### src/rtl/prog_loader_pkg.sv
// Shared types and constants for the byte-stream program loader.
// PROG_LOADER_CHECKSUM_EN adds the trailing XOR checksum state.
package prog_loader_pkg;

    localparam logic [7:0]  MAGIC  = 8'hA5;
    localparam int unsigned LEN_W  = 16;
    localparam int unsigned BYTE_W = 8;
    localparam int unsigned WORD_W = 32;

    typedef enum logic [2:0] {
        IDLE,
        LEN_LO,
        LEN_HI,
        DATA,
`ifdef PROG_LOADER_CHECKSUM_EN
        CSUM,
`endif
        DONE,
        ERROR
    } state_e;

    // Every non-terminal state takes a byte per cycle.
    function automatic logic accepts(input state_e s);
        return !(s inside {DONE, ERROR});
    endfunction

endpackage

### src/rtl/prog_loader_if.sv
// Byte-stream valid/ready channel feeding the program loader.
interface prog_loader_if;
    import prog_loader_pkg::*;

    logic              in_valid;
    logic [BYTE_W-1:0] in_data;
    logic              in_ready;

    modport master (output in_valid, output in_data, input in_ready);
    modport slave  (input in_valid, input in_data, output in_ready);

endinterface

### src/rtl/prog_loader_word_packer.sv
// Shifts accepted bytes into a little-endian 32-bit word; flags the 4th byte.
module word_packer
    import prog_loader_pkg::*;
(
    input  logic              clk,
    input  logic              reset,
    input  logic              byte_en,
    input  logic [BYTE_W-1:0] byte_in,
    output logic [WORD_W-1:0] word_c,
    output logic              word_valid_c
);

    localparam int unsigned SR_W = WORD_W - BYTE_W;

    logic [1:0]      idx_q;
    logic [SR_W-1:0] sr_q;

    // The 4th byte completes the word straight from the input.
    assign word_c       = {byte_in, sr_q};
    assign word_valid_c = byte_en && (idx_q == 2'd3);

    always_ff @(posedge clk or negedge reset) begin
        if (!reset) begin
            idx_q <= '0;
            sr_q  <= '0;
        end else if (byte_en) begin
            idx_q <= idx_q + 2'd1;
            sr_q  <= {byte_in, sr_q[SR_W-1:BYTE_W]};
        end
    end

endmodule

### src/rtl/prog_loader.sv
// Loads a framed firmware image into core memory, holding the core in reset.
// Optional trailing checksum byte enabled by PROG_LOADER_CHECKSUM_EN.
module prog_loader
    import prog_loader_pkg::*;
#(
    parameter int unsigned ADDR_W    = 10,
    parameter int unsigned BASE_ADDR = 0
) (
    input  logic              clk,
    input  logic              reset,
    prog_loader_if.slave      bus,
    output logic              mem_we,
    output logic [ADDR_W-1:0] mem_addr,
    output logic [WORD_W-1:0] mem_wdata,
    output logic              core_reset,
    output logic              done,
    output logic              error
);

    localparam int unsigned IDX_W = ADDR_W + 1;
    localparam int unsigned LIMIT = (1 << ADDR_W) - BASE_ADDR;

`ifdef PROG_LOADER_CHECKSUM_EN
    localparam state_e AFTER_DATA = CSUM;
`else
    localparam state_e AFTER_DATA = DONE;
`endif

    state_e             state_q, state_nxt;
    logic               in_ready_q;
    logic [LEN_W-1:0]   len_q;
    logic [IDX_W-1:0]   widx_q;
`ifdef PROG_LOADER_CHECKSUM_EN
    logic [BYTE_W-1:0]  csum_q;
`endif

    logic               accept_c;
    logic               pack_en_c;
    logic               word_valid_c;
    logic               last_word_c;
    logic [WORD_W-1:0]  word_c;
    logic [LEN_W-1:0]   len_full_c;

    assign bus.in_ready = in_ready_q;
    assign accept_c     = bus.in_valid && in_ready_q;
    assign pack_en_c    = accept_c && (state_q == DATA);
    assign len_full_c   = {bus.in_data, len_q[BYTE_W-1:0]};
    assign last_word_c  = (32'(widx_q) + 32'd1) == 32'(len_q);

    word_packer u_packer (
        .clk          (clk),
        .reset        (reset),
        .byte_en      (pack_en_c),
        .byte_in      (bus.in_data),
        .word_c       (word_c),
        .word_valid_c (word_valid_c)
    );

    // Frame parser: advances only on accepted bytes.
    always_comb begin
        state_nxt = state_q;
        if (accept_c) begin
            unique case (state_q)
                IDLE:    if (bus.in_data == MAGIC) state_nxt = LEN_LO;
                LEN_LO:  state_nxt = LEN_HI;
                LEN_HI: begin
                    if (32'(len_full_c) > LIMIT) state_nxt = ERROR;
                    else if (len_full_c == '0)   state_nxt = AFTER_DATA;
                    else                         state_nxt = DATA;
                end
                DATA:    if (word_valid_c && last_word_c) state_nxt = AFTER_DATA;
`ifdef PROG_LOADER_CHECKSUM_EN
                CSUM:    state_nxt = (bus.in_data == csum_q) ? DONE : ERROR;
`endif
                default: state_nxt = state_q;
            endcase
        end
    end

    // State register, write port, length/index/checksum and status flags.
    always_ff @(posedge clk or negedge reset) begin
        if (!reset) begin
            state_q    <= IDLE;
            in_ready_q <= 1'b1;
            mem_we     <= 1'b0;
            mem_addr   <= '0;
            mem_wdata  <= '0;
            core_reset <= 1'b1;
            done       <= 1'b0;
            error      <= 1'b0;
            len_q      <= '0;
            widx_q     <= '0;
`ifdef PROG_LOADER_CHECKSUM_EN
            csum_q     <= '0;
`endif
        end else begin
            state_q    <= state_nxt;
            in_ready_q <= accepts(state_nxt);
            mem_we     <= word_valid_c;
            if (word_valid_c) begin
                mem_addr  <= ADDR_W'(BASE_ADDR + 32'(widx_q));
                mem_wdata <= word_c;
                widx_q    <= widx_q + IDX_W'(1);
            end
            if (accept_c && state_q == LEN_LO) len_q[BYTE_W-1:0] <= bus.in_data;
            if (accept_c && state_q == LEN_HI) len_q <= len_full_c;
`ifdef PROG_LOADER_CHECKSUM_EN
            if (pack_en_c) csum_q <= csum_q ^ bus.in_data;
`endif
            // Release lags DONE by a cycle so it always follows the last write.
            core_reset <= (state_q != DONE);
            done       <= (state_q == DONE);
            error      <= (state_nxt == ERROR);
        end
    end

endmodule

### src/flat_wrapper.sv
// flat-port wrapper written by rule: the top's interface ports become plain ports
module prog_loader_flat import prog_loader_pkg::*;
#(
    parameter int unsigned ADDR_W    = 10,
    parameter int unsigned BASE_ADDR = 0
)
  (clk, reset, mem_we, mem_addr, mem_wdata, core_reset, done, error, bus_in_valid, bus_in_data, bus_in_ready);
  prog_loader_if bus_i ();
  input  logic clk;
  input  logic reset;
  output logic mem_we;
  output logic [ADDR_W-1:0] mem_addr;
  output logic [WORD_W-1:0] mem_wdata;
  output logic core_reset;
  output logic done;
  output logic error;
  input wire logic [$bits(bus_i.in_valid)-1:0] bus_in_valid;
  input wire logic [$bits(bus_i.in_data)-1:0] bus_in_data;
  output wire logic [$bits(bus_i.in_ready)-1:0] bus_in_ready;
  assign bus_i.in_valid = bus_in_valid;
  assign bus_i.in_data = bus_in_data;
  assign bus_in_ready = bus_i.in_ready;
  prog_loader #(.ADDR_W(ADDR_W), .BASE_ADDR(BASE_ADDR)) u_core (.clk(clk), .reset(reset), .bus(bus_i), .mem_we(mem_we), .mem_addr(mem_addr), .mem_wdata(mem_wdata), .core_reset(core_reset), .done(done), .error(error));
endmodule
### config.mk
export PLATFORM = sky130hd
export DESIGN_NAME = prog_loader_flat
export DESIGN_NICKNAME = d
export VERILOG_FILES = /design/src/rtl/prog_loader_pkg.sv /design/src/rtl/prog_loader_if.sv /design/src/rtl/prog_loader_word_packer.sv /design/src/rtl/prog_loader.sv /design/src/flat_wrapper.sv
export SDC_FILE = /design/constraint.sdc
export NUM_CORES = 1
export LEC_CHECK = 0
export ABC_AREA = 1
export BUFFER_PORTS_ARGS = -buffer_cell sky130_fd_sc_hd__buf_2
export CORE_MARGIN = 10
export CORE_UTILIZATION = 45
export CTS_CLUSTER_SIZE = 14
export DETAILED_ROUTE_END_ITERATION = 8
export PLACE_DENSITY_LB_ADDON = 0.3
export SKIP_LAST_GASP = 1
export SLEW_MARGIN = 40
export SYNTH_ARGS = -nofsm -noshare
export SYNTH_HDL_FRONTEND = slang
export SYNTH_SLANG_ARGS = --single-unit
### constraint.sdc
create_clock -name clk -period 2.9 [get_ports clk]
set_clock_uncertainty 0.05 [all_clocks]
set_input_delay 0.58 -clock clk [delete_from_list [all_inputs] [get_ports clk]]
set_output_delay 0.58 -clock clk [all_outputs]
set_load 0.02 [all_outputs]
==> metrics <==
Die Wd=119.9 µm; H-tree Lvls=3; CP required=3.15 ns; Finished Layout Cells=723; setup total negative slack=0 ns; Syn Inst Count=530; Setup Buffers After CTS=0; status=finished clean; Pre-Repair DR Iteration Count=5; WP buf/inv=0; CTS tree=yes; largest net degree at the start of global routing=55; Hold Buf Count CTS=0; Startpoint Class=flop; vias in the first global route=between 3000 and 4000; die height=119.9 µm; RSZ-0062 raised after global routing=no; Skew-Pair Late Insertion Delay=~0.37 ns; clock-pin slew on the worst setup and hold paths=0.10 ns; Longest Clk Path Bufs=2; io pins=58; final core occ=52.71%; reg-to-reg critical path endpoint=u_core.error; first-pass GRT wire length=around 17 mm; worst slew pin tran=about 0.55 ns; Max VDD drop=between 0.3 and 0.4 mV; GRT Util Overall=14.44%; P_leak=0.002630 µW; fmax=0.4923 GHz; worst reg2reg path depth=12; yosys warns=0; crit-path cells=ha_1, nand2_2, nand2_1, xor2_1, nand3_1, nor2_1, nand3_1, o21bai_2, nand2_1, nand2_1, nand2_2, nor2_2; #FFs+latches synth=103; post-DP HPWL=7.226 mm; WL final=10.08 mm; Inst Count DP=707; family with the most delay on the worst path=simple AND/OR/NAND/NOR gates; Initial Util=46.13%; DR WL/cell=13.94 µm; clk sinks=about 100; most frequent cell on the critical path=nand2_1; fin crit share=70.04%; final antenna diode count=0; # rows=36; endpoints failing setup=0; fin. max-slew vios=0; layout cell share with drive strength beyond 1=16.78%; PD cells=968.2 nW/µm²; clock buffer count from CTS=9; Final #Nets=about 600; routed vias=3548; Syn Std Cell Area=4488 µm²; setup slack, reg-to-reg=0.87 ns; Tmin final=2.031 ns; Yosys cell types=30; Die ar.=14370 µm²; area occupied by multi-input gates=1588 µm²; CP endpoint kind=flop; antenna-violating nets left=0; Core ar.=9729 µm²; syn_nets=543; GP Congestion=0.8709; Hold Crit Class=input pin to asynchronous set/reset pin; vias per cell=4.907; Final Hold Viols=0; critical path peak fanout=5; CTS resizes=0; DRC Markers=0; GRT Residual Overflow=0; Fill cells=slightly above 900; DRT iter0 DRCs=202; critical path's slowest cell=dfrtp_1; Syn Area/Cell=between 8 and 9 µm²; initial antenna violation count=0; R2R Path Start=u_core.widx_q[1]; CP Class=flop to flop; Area Overhead vs Synth=14.27%; Max Cap Viol=0; Slowest Stage Delay on Critical Path=0.44 ns; register area share after synthesis=57.49%; root buffer cell=clkbuf_8; Crit path arrival time=2.28 ns; Rel. slew slack=63.00%; sequential cell area=2580 µm²; IO buf count=57
==> worst max-delay path by stage <==
stage / start / to / slack (ns) / depth (start not counted)
CTS: u_core.widx_q[0] / u_core.error / 0.88 / 12
detailed placement: bus_in_valid / u_core.error / 0.75 / 13
global placement: bus_in_valid / u_core.state_q[0] / 0.81 / 12
finish: u_core.widx_q[1] / u_core.error / 0.87 / 12
global route: u_core.bus.in_ready / u_core.state_q[0] / 0.64 / 11
floorplan: u_core.bus.in_ready / u_core.error / 1.11 / 11
==> cells in the mapped netlist (all sizes together) <==
cell type	number	share of area (%)
nand2	158	13
dfrtp	101	56
o21ai	94	11
inv	65	5.4
nand3	32	3.8
nor2	31	3.3
clkbuf	12	1.0
buf	6	0.50
nor3	6	0.67
a21oi	4	0.45
nand4	3	0.42
xor2	3	0.59
clkinv	2	0.19
dfstp	2	1.2
ha	2	0.56
nand3b	2	0.33
nor4	2	0.28
a31oi	1	0.14
mux2	1	0.25
o21bai	1	0.25
or2	1	0.14
xnor2	1	0.20
==> metal layers <==
| metal | vias to the layer above | share of wire, % | global-route usage [%] |
|---|---|---|---|
| li1 | 1788 | - | - |
| met3 | 9 | 5.1 | 3.329 |
| met1 | 1671 | 48 | 19.17 |
| met2 | 80 | 46 | 22.25 |
| met4 | 0 | 1.4 | 6.109 |
| met5 | - | 0 | 0 |
==> flip-flops by register name (all words and copies together) (netlist names) <==
name                   flops
u_core.bus.in_ready        1
u_core.state_q             3
u_core.widx_q             11
u_core.done                1
u_core.u_packer.sr_q      24
u_core.core_reset          1
u_core.mem_we              1
u_core.error               1
u_core.mem_addr           10
u_core.mem_wdata          32
u_core.len_q              16
u_core.u_packer.idx_q      2
==> where the power goes <==
part	internal [µW]	leakage, µW	total, µW	switching, µW
clock	413	0.000107	934	521
combinational	567	0.00122	1640	1070
sequential	2000	0.00131	2390	388
==> cells by family (layout without fill, tap and decap cells) <==
family                     Yosys count  in the layout  share of synthesized area, %
and+or+nand+nor                    235            235                         22.39
xor gates and xnor gates             4              4                        0.7807
AOI/OAI and AO/OA                  100            100                         11.40
adders and majority gates            2              2                        0.5575
buffers and inverters               85            145                         7.136
DFF                                103            103                         57.49
muxes                                1              1                        0.2509
==> placed cells by master (no fill, tap or decap), types with 2 or more instances in the layout <==
cell type / instances
nor2_1: 25
nand3_1: 30
nand3_2: 2
nor2_2: 3
o21ai_1: 3
nor2_4: 3
buf_2: 56
dfstp_2: 2
nand4_1: 3
clkbuf_8: 9
o21ai_0: 90
nor4_1: 2
ha_1: 2
inv_8: 2
nand2_1: 153
nor3_1: 6
clkinv_2: 3
dfrtp_1: 101
nand2_2: 5
xor2_1: 3
inv_1: 64
nand3b_1: 2
buf_4: 5
a21oi_1: 4
==> cell type report <==
cell class	instances	area share, %
Clock buffer	9	2.415
Clock inverter	7	1.561
Inverter	67	4.928
Multi-Input combinational cell	342	30.96
Sequential cell	103	50.30
Tap cell	133	3.245
Timing Repair Buffer	62	6.587
==> worst reg2reg max path: stages, from the launching register on <==
cell and delay (ns):
dfrtp_1 0.44, ha_1 0.24, nand2_2 0.15, nand2_1 0.12, xor2_1 0.22, nand3_1 0.10
nor2_1 0.09, nand3_1 0.09, o21bai_2 0.14, nand2_1 0.07, nand2_1 0.11, nand2_2 0.07
nor2_2 0.07
==> metrics by stage <==
| step | cell area, µm² | worst slack, ns | power [µW] | hold slack (ns) |
|---|---|---|---|---|
| 6_report | 5129 | 0.8689 | 4965 | 0.02747 |
| 5_1_grt | 5129 | 0.6400 | 5360 | 0.02921 |
| 4_1_cts | 5129 | 0.8766 | 5012 | 0.02090 |
| 3_5_place_dp | 4925 | 0.7469 | 4065 | 0.4179 |
| 3_3_place_gp | 4925 | 0.8142 | 4012 | 0.4105 |
| 2_1_floorplan | 4488 | 1.106 | 3486 | 0.2344 |
No activity file was read; power rests on OpenSTA's default activity.
